File: config.mk
export PLATFORM = sky130hd
export DESIGN_NAME = ringbuf_access_arbiter
export DESIGN_NICKNAME = d
export VERILOG_FILES = /design/src/rtl/ringbuf_access_arbiter.sv
export SDC_FILE = /design/constraint.sdc
export NUM_CORES = 1
export LEC_CHECK = 0
export CAP_MARGIN = 25
export CORE_MARGIN = 2
export CORE_UTILIZATION = 31
export CTS_CLUSTER_DIAMETER = 100
export DETAILED_ROUTE_END_ITERATION = 10
export HOLD_SLACK_MARGIN = 0.05
export PLACE_DENSITY = 0.84
export SKIP_LAST_GASP = 1
export SLEW_MARGIN = 20
export SYNTH_ARGS = -nofsm -noshare
export SYNTH_HDL_FRONTEND = slang
export SYNTH_SLANG_ARGS = --single-unit
File: constraint.sdc
create_clock -name clk -period 4.2 [get_ports clk]
set_input_delay 1.05 -clock clk [delete_from_list [all_inputs] [get_ports clk]]
set_output_delay 1.05 -clock clk [all_outputs]
set_load 0.02 [all_outputs]
File: src/rtl/ringbuf_access_arbiter.sv
// Write arbitration and occupancy/flush control for one circular buffer shared by NUM_REQ writers and one reader.
// Define RINGBUF_ARB_STRICT_PRIO_EN to replace round-robin with fixed lowest-index-first priority.
module ringbuf_access_arbiter #(
   parameter int NUM_REQ    = 4,
   parameter int DATA_WIDTH = 16,
   parameter int DEPTH      = 10,
   parameter int CNT_W      = 8
) (
   input  logic                          clk,
   input  logic                          rst_n,
   input  logic [NUM_REQ-1:0]            req_valid,
   input  logic [NUM_REQ*DATA_WIDTH-1:0] req_data,
   output logic [NUM_REQ-1:0]            req_ready,
   input  logic                          rd_req,
   output logic                          rd_valid,
   output logic [DATA_WIDTH-1:0]         rd_data,
   input  logic                          flush,
   output logic                          flush_done,
   input  logic                          err_clr,
   output logic                          err_underflow,
   output logic                          buf_we,
   output logic [DATA_WIDTH-1:0]         buf_wdata,
   output logic                          buf_re,
   input  logic [DATA_WIDTH-1:0]         buf_rdata,
   output logic [CNT_W-1:0]              count,
   output logic                          full,
   output logic                          empty
);

   localparam int IDX_W = $clog2(NUM_REQ);

   typedef enum logic {RUN = 1'b0, FLUSH = 1'b1} state_t;

   state_t                 state_reg, state_next;
   logic [CNT_W-1:0]       count_reg, count_next;
   logic [IDX_W-1:0]       last_grant_reg, last_grant_next;
   logic                   rd_valid_reg, flush_done_reg, flush_done_next;
   logic                   err_reg, err_next;
   logic [DATA_WIDTH-1:0]  req_word [NUM_REQ];
   logic [IDX_W-1:0]       winner_idx;
   logic                   winner_found;
   logic                   in_run, has_space, not_empty;
   logic                   wr_accept, rd_issue;

   generate
      for (genvar gi = 0; gi < NUM_REQ; gi++) begin : g_unpack
         assign req_word[gi] = req_data[gi*DATA_WIDTH +: DATA_WIDTH];
      end
   endgenerate

   assign has_space = (count_reg < CNT_W'(DEPTH));
   assign not_empty = (count_reg != '0);

   // State register
   always_ff @(posedge clk or negedge rst_n) begin
      if (!rst_n) state_reg <= RUN;
      else        state_reg <= state_next;
   end

   // Next-state logic; a flush request while already flushing has no effect
   always_comb begin
      state_next = state_reg;
      case (state_reg)
         RUN:     if (flush) state_next = FLUSH;
         FLUSH:   if (!not_empty) state_next = RUN;
         default: state_next = RUN;
      endcase
   end

   // State decode
   always_comb begin
      in_run          = 1'b0;
      flush_done_next = 1'b0;
      case (state_reg)
         RUN:     in_run = 1'b1;
         FLUSH:   flush_done_next = ~not_empty;
         default: in_run = 1'b0;
      endcase
   end

   // Later loop iterations override earlier ones, so the highest-priority candidate is visited last
   always_comb begin
      winner_found = 1'b0;
      winner_idx   = '0;
`ifdef RINGBUF_ARB_STRICT_PRIO_EN
      for (int i = NUM_REQ - 1; i >= 0; i--) begin
         if (req_valid[IDX_W'(i)]) begin
            winner_found = 1'b1;
            winner_idx   = IDX_W'(i);
         end
      end
`else
      for (int k = NUM_REQ; k >= 1; k--) begin
         if (req_valid[IDX_W'((int'(last_grant_reg) + k) % NUM_REQ)]) begin
            winner_found = 1'b1;
            winner_idx   = IDX_W'((int'(last_grant_reg) + k) % NUM_REQ);
         end
      end
`endif
   end

   // Both enables use the registered count, so a same-cycle read never frees space for a write
   assign wr_accept = rst_n & in_run & winner_found & has_space;
   assign rd_issue  = rst_n & (in_run ? (rd_req & not_empty) : not_empty);

   assign req_ready = wr_accept ? (NUM_REQ'(1) << winner_idx) : '0;
   assign buf_we    = wr_accept;
   assign buf_wdata = wr_accept ? req_word[winner_idx] : '0;
   assign buf_re    = rd_issue;

   always_comb begin
      count_next = count_reg;
      if (wr_accept && !rd_issue)      count_next = count_reg + 1'b1;
      else if (!wr_accept && rd_issue) count_next = count_reg - 1'b1;
   end

`ifdef RINGBUF_ARB_STRICT_PRIO_EN
   assign last_grant_next = last_grant_reg;
`else
   assign last_grant_next = wr_accept ? winner_idx : last_grant_reg;
`endif

   always_comb begin
      err_next = err_reg;
      if (err_clr)                            err_next = 1'b0;
      else if (in_run && rd_req && !not_empty) err_next = 1'b1;
   end

   always_ff @(posedge clk or negedge rst_n) begin
      if (!rst_n) begin
         count_reg      <= '0;
         last_grant_reg <= IDX_W'(NUM_REQ - 1);
         rd_valid_reg   <= 1'b0;
         flush_done_reg <= 1'b0;
         err_reg        <= 1'b0;
      end else begin
         count_reg      <= count_next;
         last_grant_reg <= last_grant_next;
         rd_valid_reg   <= rd_issue & in_run;
         flush_done_reg <= flush_done_next;
         err_reg        <= err_next;
      end
   end

   assign rd_valid      = rd_valid_reg;
   assign rd_data       = buf_rdata;
   assign flush_done    = flush_done_reg;
   assign err_underflow = err_reg;
   assign count         = count_reg;
   assign full          = (count_reg == CNT_W'(DEPTH));
   assign empty         = (count_reg == '0);

endmodule

==> results of run 1 <==
## synth_stat cells (all sizes together) (2+ instances only)
cell type,n,area share [%]
mux2i,32,21
buf,24,11
o22ai,17,6.9
dfrtp,12,19
nor2,12,2.9
o21ai,12,3.9
nand2,10,2.4
ha,8,6.5
inv,8,1.9
a21oi,6,2.2
nor2b,5,2.0
o211ai,4,1.9
xor2,4,2.3
xnor2,3,1.7
dfstp,2,3.4
nand2b,2,0.81
or3,2,1.1
## power breakdown
part | internal (W) | leakage, nW | switching, W
sequential | 0.000192 | 0.169 | 0.0000676
clock | 0.0000830 | 0.0288 | 0.0000461
combinational | 0.000370 | 0.990 | 0.000336
total | 0.000645 | 1.19 | 0.000450
## layout make-up
class | instances | area, um^2 | share of cell area [%]
tap | 67 | 83.8 | 3.15
timing repair buffer | 113 | 1160 | 43.5
sequential | 14 | 353 | 13.3
inverter | 8 | 30.0 | 1.13
multi-input combinational | 131 | 983 | 36.9
clock buffer | 4 | 55.1 | 2.07
## cells by family (layout without fill, tap and decap cells)
logic type / after synthesis / in the layout
and+or+nand+nor: 38 / 38
DFF: 14 / 14
xor gates and xnor gates: 7 / 7
AOI/OAI and AO/OA: 44 / 44
muxes: 33 / 33
adders and majority gates: 9 / 9
buffers and inverters: 33 / 125
## timing repair
action / in CTS / in global routing
endpoints found under the hold margin: 0 / 0
setup endpoints to repair: 17 / 19
hold buffers: 0 / 0
resized for setup: 1 / 2
## how the worst max path moves through the flow
stage / startpoint / endpoint / slack [ns] / depth (start not counted)
after global routing: req_valid[1] / buf_wdata[6] / -0.28 / 8
after global placement: req_valid[1] / buf_wdata[10] / -0.08 / 8
after CTS: req_valid[3] / buf_wdata[13] / -0.11 / 8
after floorplan: req_valid[1] / buf_wdata[10] / 0.67 / 7
after detailed placement: req_valid[3] / buf_wdata[13] / -0.11 / 8
final: req_valid[3] / buf_wdata[13] / -0.11 / 8
## critical path, stage by stage
cell and delay (ns):
clkdlybuf4s50_1 0.54, nor2b_1 0.18, o21ai_0 0.10, o211ai_1 0.15, buf_12 0.28, mux2i_1 0.12
o22ai_1 0.17, clkdlybuf4s50_1 0.63
## per-layer routing
layer / track usage [%] / wire length [um] / vias to the layer above
met5: 0 / 0 / -
met4: 9.72 / 185 / 0
met3: 2.81 / 354 / 19
met2: 28.8 / 2410 / 72
met1: 18.9 / 1810 / 747
li1: - / - / 812
## layout by cell type, fill, tap and decap left out, types with 5 or more instances in the layout
cell type        Yosys  routed
clkdlybuf4s50_1      0     104
mux2i_1             32      32
o22ai_1             17      17
o21ai_0             12      12
nor2_1              12      12
dfrtp_1             12      12
nand2_1             10      10
ha_1                 8       8
inv_1                7       7
nor2b_1              5       5
a21oi_1              5       5
## stage by stage
stage / power [W] / cells / TNS (ns) / setup WS, ns / hold WS, ns
floorplan: 0.000732 / 178 / 0 / 0.670 / 0.459
global placement: 0.000942 / 333 / -0.907 / -0.0764 / 0.477
detailed placement: 0.000970 / 333 / -1.32 / -0.108 / 0.484
CTS: 0.00111 / 337 / -1.38 / -0.112 / 0.492
global route: 0.00119 / 337 / -3.82 / -0.278 / 0.516
finish: 0.00109 / 337 / -1.25 / -0.112 / 0.487
==> results.json, run 1 <==
{
  "whs_endpoint": "last_grant_reg[1]$_DFFE_PN1P_",
  "whs_path_depth": 2,
  "cp.arrival_ns": 3.26,
  "drv_cap": 0,
  "async_reset_ff_share_pct": 100,
  "min_period_ns": 4.31,
  "final_core_util_pct": 56.0,
  "drive_gt1_share_pct": 7.04,
  "synth_flop_cell": "dfrtp_1",
  "die_h_um": 74.7,
  "cts_root_buffer": "clkbuf_8",
  "cellLeakagePower_nw": 1.19,
  "p_per_area_nw_per_um2": 411,
  "path_clk_slew_ns": 0.05,
  "largest_reg_flops": 8,
  "grt_pass1_wl_um": 7290,
  "cts_max_level": 1,
  "synth-xor-area-share_pct": 3.96,
  "antenna_left": 0,
  "rrSetupSlack_ns": 0.54,
  "cts_sinks": 14,
  "ir_worst_vdd_mv": 0.370,
  "ios": 140,
  "cts_buffer_depth": 2,
  "tritoncts": "built",
  "status": "finished, violations left",
  "yosys.area_share.simple_pct": 13.1,
  "rr_endpoint": "count[7]$_DFFE_PN0P_",
  "rr_worst_depth": 12,
  "max_freq_mhz": 232,
  "antenna_found_initial": 0,
  "synth_compound_area_share_pct": 17.3,
  "layout-area-overhead-vs-synth_pct": 72.0,
  "worst_pin_slew_ns": 0.371,
  "synth_adder_area_share_pct": 7.76,
  "dpl.hpwl_um": 3910,
  "avgViaCountPerCell": 4.90,
  "final_area_um2": 2660,
  "setup_ws_ns": -0.112,
  "numCtsBuffers": 3,
  "cp_max_fo": 37,
  "synth_fp_nets": 276,
  "critPathKind": "input port to output pin",
  "crit_required_ns": 3.15,
  "die_w_um": 74.7,
  "post-route-period-util_pct": 103,
  "synth_area_um2": 1550,
  "slew_violations": 0,
  "crit_path_end_kind": "output pin",
  "drt_pass1_iterations": 4,
  "synth_cell_types": 38,
  "grt_start_max_net_pins": 38,
  "synth_top_family_by_area": "multiplexers",
  "post_cts_buffers": 0,
  "worstSkewPairLatency_ns": 0.24,
  "diodes": 0,
  "vias": 1650,
  "core_um2": 4750,
  "route.final.wire_length_um": 4760,
  "fin_skew_ns": 0.00185,
  "fill_cells": 440,
  "nNetsFinal": 369,
  "grt_overflow": 0,
  "hp-class": "register to register",
  "first_iter_violations": 37,
  "grt_pass1_vias": 1681,
  "slew_headroom_pct": 75.3,
  "violations": "setup timing",
  "ys_seq_area_share_pct": 22.8,
  "synth_cells": 178,
  "hold_viol": 0,
  "portBuffers": 107,
  "dieArea_um2": 5570,
  "rsz0062_at_grt": "yes",
  "gp_congestion": 0.755,
  "ys_ff_latch": 14,
  "start_util_pct": 32.6,
  "r2r-start": "count[7]$_DFFE_PN0P_",
  "synth_edf_count": 0,
  "min_from": "last_grant_reg[1]$_DFFE_PN1P_",
  "avgSynthCellArea_um2": 8.70,
  "placed_cell_area_um2": 2600,
  "wl_per_cell_um": 14.1,
  "drc_errors": 0,
  "ys_warn_count": 0,
  "muxShareOfSynthArea_pct": 21.4,
  "start_kind": "input port",
  "grtUsageTotal_pct": 16.5,
  "finalSetupViolCount": 16,
  "std_cell_rows": 25
}
(Power assumes the default switching activity.)
==> run 2: changes to the inputs <==
--- a/config.mk
+++ b/config.mk
@@ -6,6 +6,7 @@
 export NUM_CORES = 1
 export LEC_CHECK = 0
 export CAP_MARGIN = 25
+export CORE_ASPECT_RATIO = 1.2
 export CORE_MARGIN = 2
 export CORE_UTILIZATION = 31
 export CTS_CLUSTER_DIAMETER = 100
==> run 2 against run 1 <==
  * Via count is 3.5% higher
  * Combinational power is 7.5% higher
  * Critical path type unchanged
  * Critical endpoint is now buf_wdata[10]
  * The flow still finishes with violations (setup timing)
  * Fmax is 2.6% higher
  * Final cell count up 0.89%
==> results.json, run 2 (same netlist as run 1, synthesis figures left out) <==
{
  "cellLeakagePower_nw": 1.27,
  "drc_errors": 0,
  "rr_endpoint": "count[7]$_DFFE_PN0P_",
  "ios": 140,
  "antenna_found_initial": 0,
  "status": "finished, violations left",
  "final_area_um2": 2680,
  "whs_path_depth": 2,
  "max_freq_mhz": 238,
  "nNetsFinal": 379,
  "crit_path_end_kind": "output pin",
  "die_h_um": 81.4,
  "fin_skew_ns": 0.00135,
  "slew_violations": 0,
  "cts_root_buffer": "clkbuf_8",
  "p_per_area_nw_per_um2": 428,
  "multi_input_area_um2": 986,
  "placed_cell_area_um2": 2630,
  "cts_sinks": 14,
  "hp-class": "register to register",
  "slew_headroom_pct": 74.1,
  "rr_worst_depth": 12,
  "cts_max_level": 1,
  "first_iter_violations": 25,
  "avgViaCountPerCell": 5.02,
  "layout_commonest_cell": "clkdlybuf4s50_1",
  "cts_buffer_depth": 2,
  "timing.hold.ws_ns": 0.490,
  "total_power_w": 0.00115,
  "diodes": 0,
  "setup_ws_ns": -0.00340,
  "core_um2": 4870,
  "largest_reg_flops": 8,
  "route.final.wire_length_um": 5310,
  "postCtsHoldBufs": 0,
  "rrSetupSlack_ns": 0.55,
  "drive_gt1_share_pct": 13.9,
  "cp_max_fo": 17,
  "min_from": "last_grant_reg[1]$_DFFE_PN1P_",
  "tns_ns": -0.00340,
  "path_clk_slew_ns": 0.06,
  "final_cell_mix": "clkdlybuf4s50_1, mux2i_1, o22ai_1",
  "grt_pass1_wl_um": 7560,
  "grt_start_max_net_pins": 18,
  "fill_cells": 430,
  "hold_viol": 0,
  "critPathKind": "input port to output pin",
  "wl_per_cell_um": 15.6,
  "antenna_left": 0,
  "layout-area-overhead-vs-synth_pct": 73.4,
  "crit_required_ns": 3.15,
  "r2r-start": "count[7]$_DFFE_PN0P_",
  "violations": "setup timing",
  "drt_pass1_iterations": 4,
  "worst_pin_slew_ns": 0.389,
  "numCtsBuffers": 3,
  "start_kind": "input port",
  "die_w_um": 68.5,
  "std_cell_rows": 28,
  "whs_endpoint": "last_grant_reg[1]$_DFFE_PN1P_",
  "post-route-period-util_pct": 100,
  "tritoncts": "built",
  "worstSkewPairLatency_ns": 0.24,
  "ir_worst_vdd_mv": 0.244,
  "grt_pass1_vias": 1647,
  "portBuffers": 107,
  "drv_cap": 0,
  "dpl.hpwl_um": 4490,
  "dieArea_um2": 5580,
  "start_util_pct": 31.8,
  "vias": 1707,
  "finalSetupViolCount": 1,
  "rsz0062_at_grt": "yes",
  "area.sequential_um2": 353,
  "grtUsageTotal_pct": 17.8,
  "cp.arrival_ns": 3.15,
  "grt_overflow": 0,
  "dp_worst_setup_slack_ns": -0.147,
  "gp_congestion": 0.825,
  "min_period_ns": 4.20
}
[run 2: worst max-delay path, cell delays in order]
cell and delay [ns]:
clkdlybuf4s50_1 0.52, nor2_1 0.08, a21oi_2 0.16, nand4_2 0.13
or2_1 0.30, buf_12 0.17, o22ai_1 0.11, clkdlybuf4s50_1 0.63
[run 2: through the flow]
stage / util (%) / cells
after floorplan: - / 178
after global placement: 53.9 / 330
after detailed placement: 53.9 / 330
after CTS: 55.0 / 336
after global routing: 55.1 / 340
final: 55.1 / 340
[run 2: worst max-delay path by stage]
stage,start,cells after the start,to
global placement,req_valid[1],9,buf_wdata[5]
CTS,req_valid[1],8,buf_wdata[10]
finish,req_valid[2],8,buf_wdata[10]
floorplan,req_valid[1],7,buf_wdata[10]
global route,req_valid[2],8,buf_wdata[10]
detailed placement,req_valid[1],8,buf_wdata[10]
[run 2: where the power goes]
part	leakage, nW	internal [W]	total (W)	switching (W)
clock network	0.0288	0.0000830	0.000131	0.0000481
registers	0.169	0.000192	0.000259	0.0000674
logic	1.08	0.000414	0.000759	0.000345
total	1.27	0.000689	0.00115	0.000460
[run 2: final cells by class]
cell class                 count  area share, %
timing repair buffer         123           44.1
multi-input combinational    131           36.7
sequential                    14           13.1
tap                           60           2.80
clock buffer                   4           2.05
inverter                       8           1.12
[run 2: what timing repair did]
action / CTS / global route
pin swaps: 0 / 1
setup buffers: 2 / 4
resized for setup: 16 / 21
setup endpoints to repair: 18 / 15
[run 2: per-layer routing]
layer	GRT usage, %	wire (um)	vias to the layer above
met3	5.82	695	10
met1	17.0	1860	782
met4	5.80	109	0
met5	0	0	-
li1	-	-	831
met2	34.5	2640	84
==> run 3: changes to the inputs <==
--- a/config.mk
+++ b/config.mk
@@ -5,14 +5,15 @@
 export SDC_FILE = /design/constraint.sdc
 export NUM_CORES = 1
 export LEC_CHECK = 0
+export ABC_AREA = 1
 export CAP_MARGIN = 25
 export CORE_ASPECT_RATIO = 1.2
 export CORE_MARGIN = 2
-export CORE_UTILIZATION = 31
+export CORE_UTILIZATION = 36
 export CTS_CLUSTER_DIAMETER = 100
 export DETAILED_ROUTE_END_ITERATION = 10
 export HOLD_SLACK_MARGIN = 0.05
-export PLACE_DENSITY = 0.84
+export PLACE_DENSITY = 0.86
 export SKIP_LAST_GASP = 1
 export SLEW_MARGIN = 20
 export SYNTH_ARGS = -nofsm -noshare
==> run 3 against run 2 <==
  * The flow now finishes without violations
  * Core utilization rose by 2.9 points
  * Final area up 15%
  * Fmax up 4.1%
  * Clock power is 15% lower
  * Clock skew rose by 0.0036 ns
  * First-iteration DRC count grew to 4.8 times the previous value
  * Highest routed layer unchanged
  * Synthesized cell count increased by 79%
  * Wire length rose by 24%
  * Total power up 100%
==> results.json, run 3 <==
{
  "fin_cells": 476,
  "grt_overflow": 0,
  "critPathKind": "input port to output pin",
  "p_per_area_nw_per_um2": 766,
  "synthTopCellsByArea": "dfrtp_1, nand2_1, nand4_1",
  "tns_ns": 0,
  "ys_seq_area_share_pct": 17.8,
  "rsz0062_at_grt": "no",
  "slew_headroom_pct": 75.1,
  "drive_gt1_share_pct": 13.0,
  "ys_warn_count": 0,
  "avgSynthCellArea_um2": 6.23,
  "path_buf_inv": 4,
  "worst_pin_slew_ns": 0.370,
  "crit_path_end_kind": "output pin",
  "hp-class": "register to register",
  "cp_num_cells": 14,
  "status": "finished, final reports clean",
  "start_kind": "input port",
  "cts_buffer_depth": 2,
  "dpl.cell_count": 472,
  "path_clk_slew_ns": 0.06,
  "numCtsBuffers": 3,
  "core_um2": 5300,
  "diodes": 0,
  "tritoncts": "built",
  "ios": 140,
  "gp_congestion": 0.892,
  "die_w_um": 71.8,
  "setup_ws_ns": 0.160,
  "synth_area_um2": 1990,
  "synthTopCellsByCount": "nand2_1, nor2_1, nand3_1",
  "synth_top_area_share_pct": 15.1,
  "largest_reg_flops": 8,
  "dpl.hpwl_um": 5240,
  "cpPeakStageDelay_ns": 0.49,
  "cts_sinks": 14,
  "drv_cap": 0,
  "cp_slowest_cell": "clkdlybuf4s50_1",
  "async_reset_ff_share_pct": 100,
  "synth_fp_nets": 417,
  "timing.hold.ws_ns": 0.523,
  "first_iter_violations": 120,
  "nNetsFinal": 513,
  "antenna_left": 0,
  "final_cell_mix": "clkdlybuf4s50_1, nand2_1, nor2_1",
  "finalSetupViolCount": 0,
  "cp.arrival_ns": 2.99,
  "dp_worst_setup_slack_ns": -0.227,
  "cellLeakagePower_nw": 1.51,
  "share_seq_of_total_power_pct": 11.2,
  "clock_power_share_pct": 4.8,
  "slew_violations": 0,
  "portBuffers": 107,
  "die_h_um": 85.4,
  "wl_per_cell_um": 13.9,
  "grt_pass1_vias": 2447,
  "grt_pass1_wl_um": 10900,
  "dieArea_um2": 6130,
  "hold_viol": 0,
  "ys_ff_latch": 14,
  "antenna_found_initial": 0,
  "synth_cells": 319,
  "ir_worst_vdd_mv": 0.420,
  "synth_edf_count": 0,
  "p_int_w": 0.00112,
  "start_util_pct": 37.5,
  "whs_path_depth": 2,
  "path_delay_family": "buffers and inverters",
  "comb_power_share_pct": 84.0,
  "crit_top_cell": "nand2_1",
  "synth_top_area_cell": "dfrtp_1",
  "max_freq_mhz": 248,
  "p_sw_w": 0.00124,
  "synth_cell_types": 35,
  "layout-area-overhead-vs-synth_pct": 54.8,
  "cp_max_fo": 13,
  "drt_pass1_iterations": 4,
  "layout_commonest_cell": "clkdlybuf4s50_1",
  "worstSkewPairLatency_ns": 0.24,
  "synth_flop_cell": "dfrtp_1",
  "std_cell_rows": 29,
  "post_cts_buffers": 0,
  "synth.most_common_cell": "nand2_1",
  "vias": 2476,
  "p_sw_share_pct": 52.5,
  "min_period_ns": 4.04,
  "crit_required_ns": 3.15,
  "route.final.wire_length_um": 6590,
  "grt_start_max_net_pins": 33,
  "grtUsageTotal_pct": 21.3,
  "cts_root_buffer": "clkbuf_8",
  "rr_worst_depth": 19,
  "cts_max_level": 1,
  "fin_skew_ns": 0.00496,
  "drc_errors": 0,
  "post-route-period-util_pct": 96.2,
  "avgViaCountPerCell": 5.20,
  "path_cells": "clkdlybuf4s50_1 -> inv_1 -> nand2_1 -> nand2_1 -> and2_4 -> nor2_4 -> nand3_4 -> nand2_4 -> buf_12 -> nand3_1 -> nand2_1 -> nor2_1 -> nor2_1 -> dlygate4sd2_1"
}
-- run 3: layout make-up --
class / count / area [um^2]
inverters: 26 / 100
flip-flops and latches: 14 / 353
well taps: 62 / 77.6
clock buffers: 4 / 45.0
repair buffers: 125 / 1210
multi-input cells: 245 / 1290
fillers: 503 / 2220
-- run 3: timing repair --
item / in CTS / in global routing
hold buffers: 0 / 0
resized for setup: 20 / 25
endpoints found under the setup margin: 20 / 14
-- run 3: power by group through the flow --
stage               sequential [W]  clock, W  combinational, W
floorplan                 0.000297         0           0.00138
global placement          0.000260         0           0.00192
detailed placement        0.000263         0           0.00197
CTS                       0.000263  0.000113           0.00198
global route              0.000272  0.000119           0.00223
finish                    0.000264  0.000112           0.00198
-- run 3: logic make-up (layout without fill, tap and decap cells) --
logic type	count (synthesis)	after routing	share of synthesized area [%]
AOI/OAI and AO/OA	21	21	6.17
and+or+nand+nor	211	211	51.1
xor gates and xnor gates	4	4	1.76
buffers and inverters	60	155	17.1
DFF	14	14	17.8
adders and majority gates	9	9	6.05
-- run 3: per-layer routing --
| layer | up-vias | GRT usage, % | part of all wire (%) |
|---|---|---|---|
| li1 | 1244 | - | - |
| met1 | 1102 | 25.1 | 39 |
| met2 | 111 | 39.1 | 51 |
| met3 | 19 | 3.56 | 8.2 |
| met4 | 0 | 5.83 | 2.0 |
| met5 | - | 0 | 0 |
-- run 3: final timing paths --
path | startpoint | slack, ns | to
min in group asynchronous | rst_n | 1.15 | state_reg$_DFF_PN0_
worst min register to register | err_underflow$_DFFE_PN0P_ | 0.52 | err_underflow$_DFFE_PN0P_
worst max register to register | last_grant_reg[0]$_DFFE_PN1P_ | 0.87 | count[7]$_DFFE_PN0P_
worst min-delay path | err_underflow$_DFFE_PN0P_ | 0.52 | err_underflow$_DFFE_PN0P_
max in group asynchronous | rst_n | 2.80 | last_grant_reg[1]$_DFFE_PN1P_
worst max-delay path | req_valid[1] | 0.16 | buf_wdata[3]
-- run 3: stage by stage --
stage               instance area (um^2)  util, %  total power [W]
floorplan                           1990        -          0.00168
global placement                    3090     58.4          0.00218
detailed placement                  3090     58.4          0.00223
CTS                                 3110     58.8          0.00236
global route                        3080     58.1          0.00262
finish                              3080     58.1          0.00235
-- run 3: worst reg2reg max path, stage by stage (launching register included) --
cell,delay (ns)
dfstp_2,0.60
inv_4,0.10
nand2_1,0.07
nand2_1,0.09
buf_4,0.14
nor2_1,0.09
nand2_1,0.06
and2_1,0.16
buf_4,0.14
buf_4,0.14
ha_1,0.22
inv_1,0.25
ha_1,0.34
nand3_1,0.11
nand3b_1,0.14
nand4_1,0.12
nand2_1,0.08
a21oi_1,0.11
o21ai_0,0.11
xnor2_1,0.15
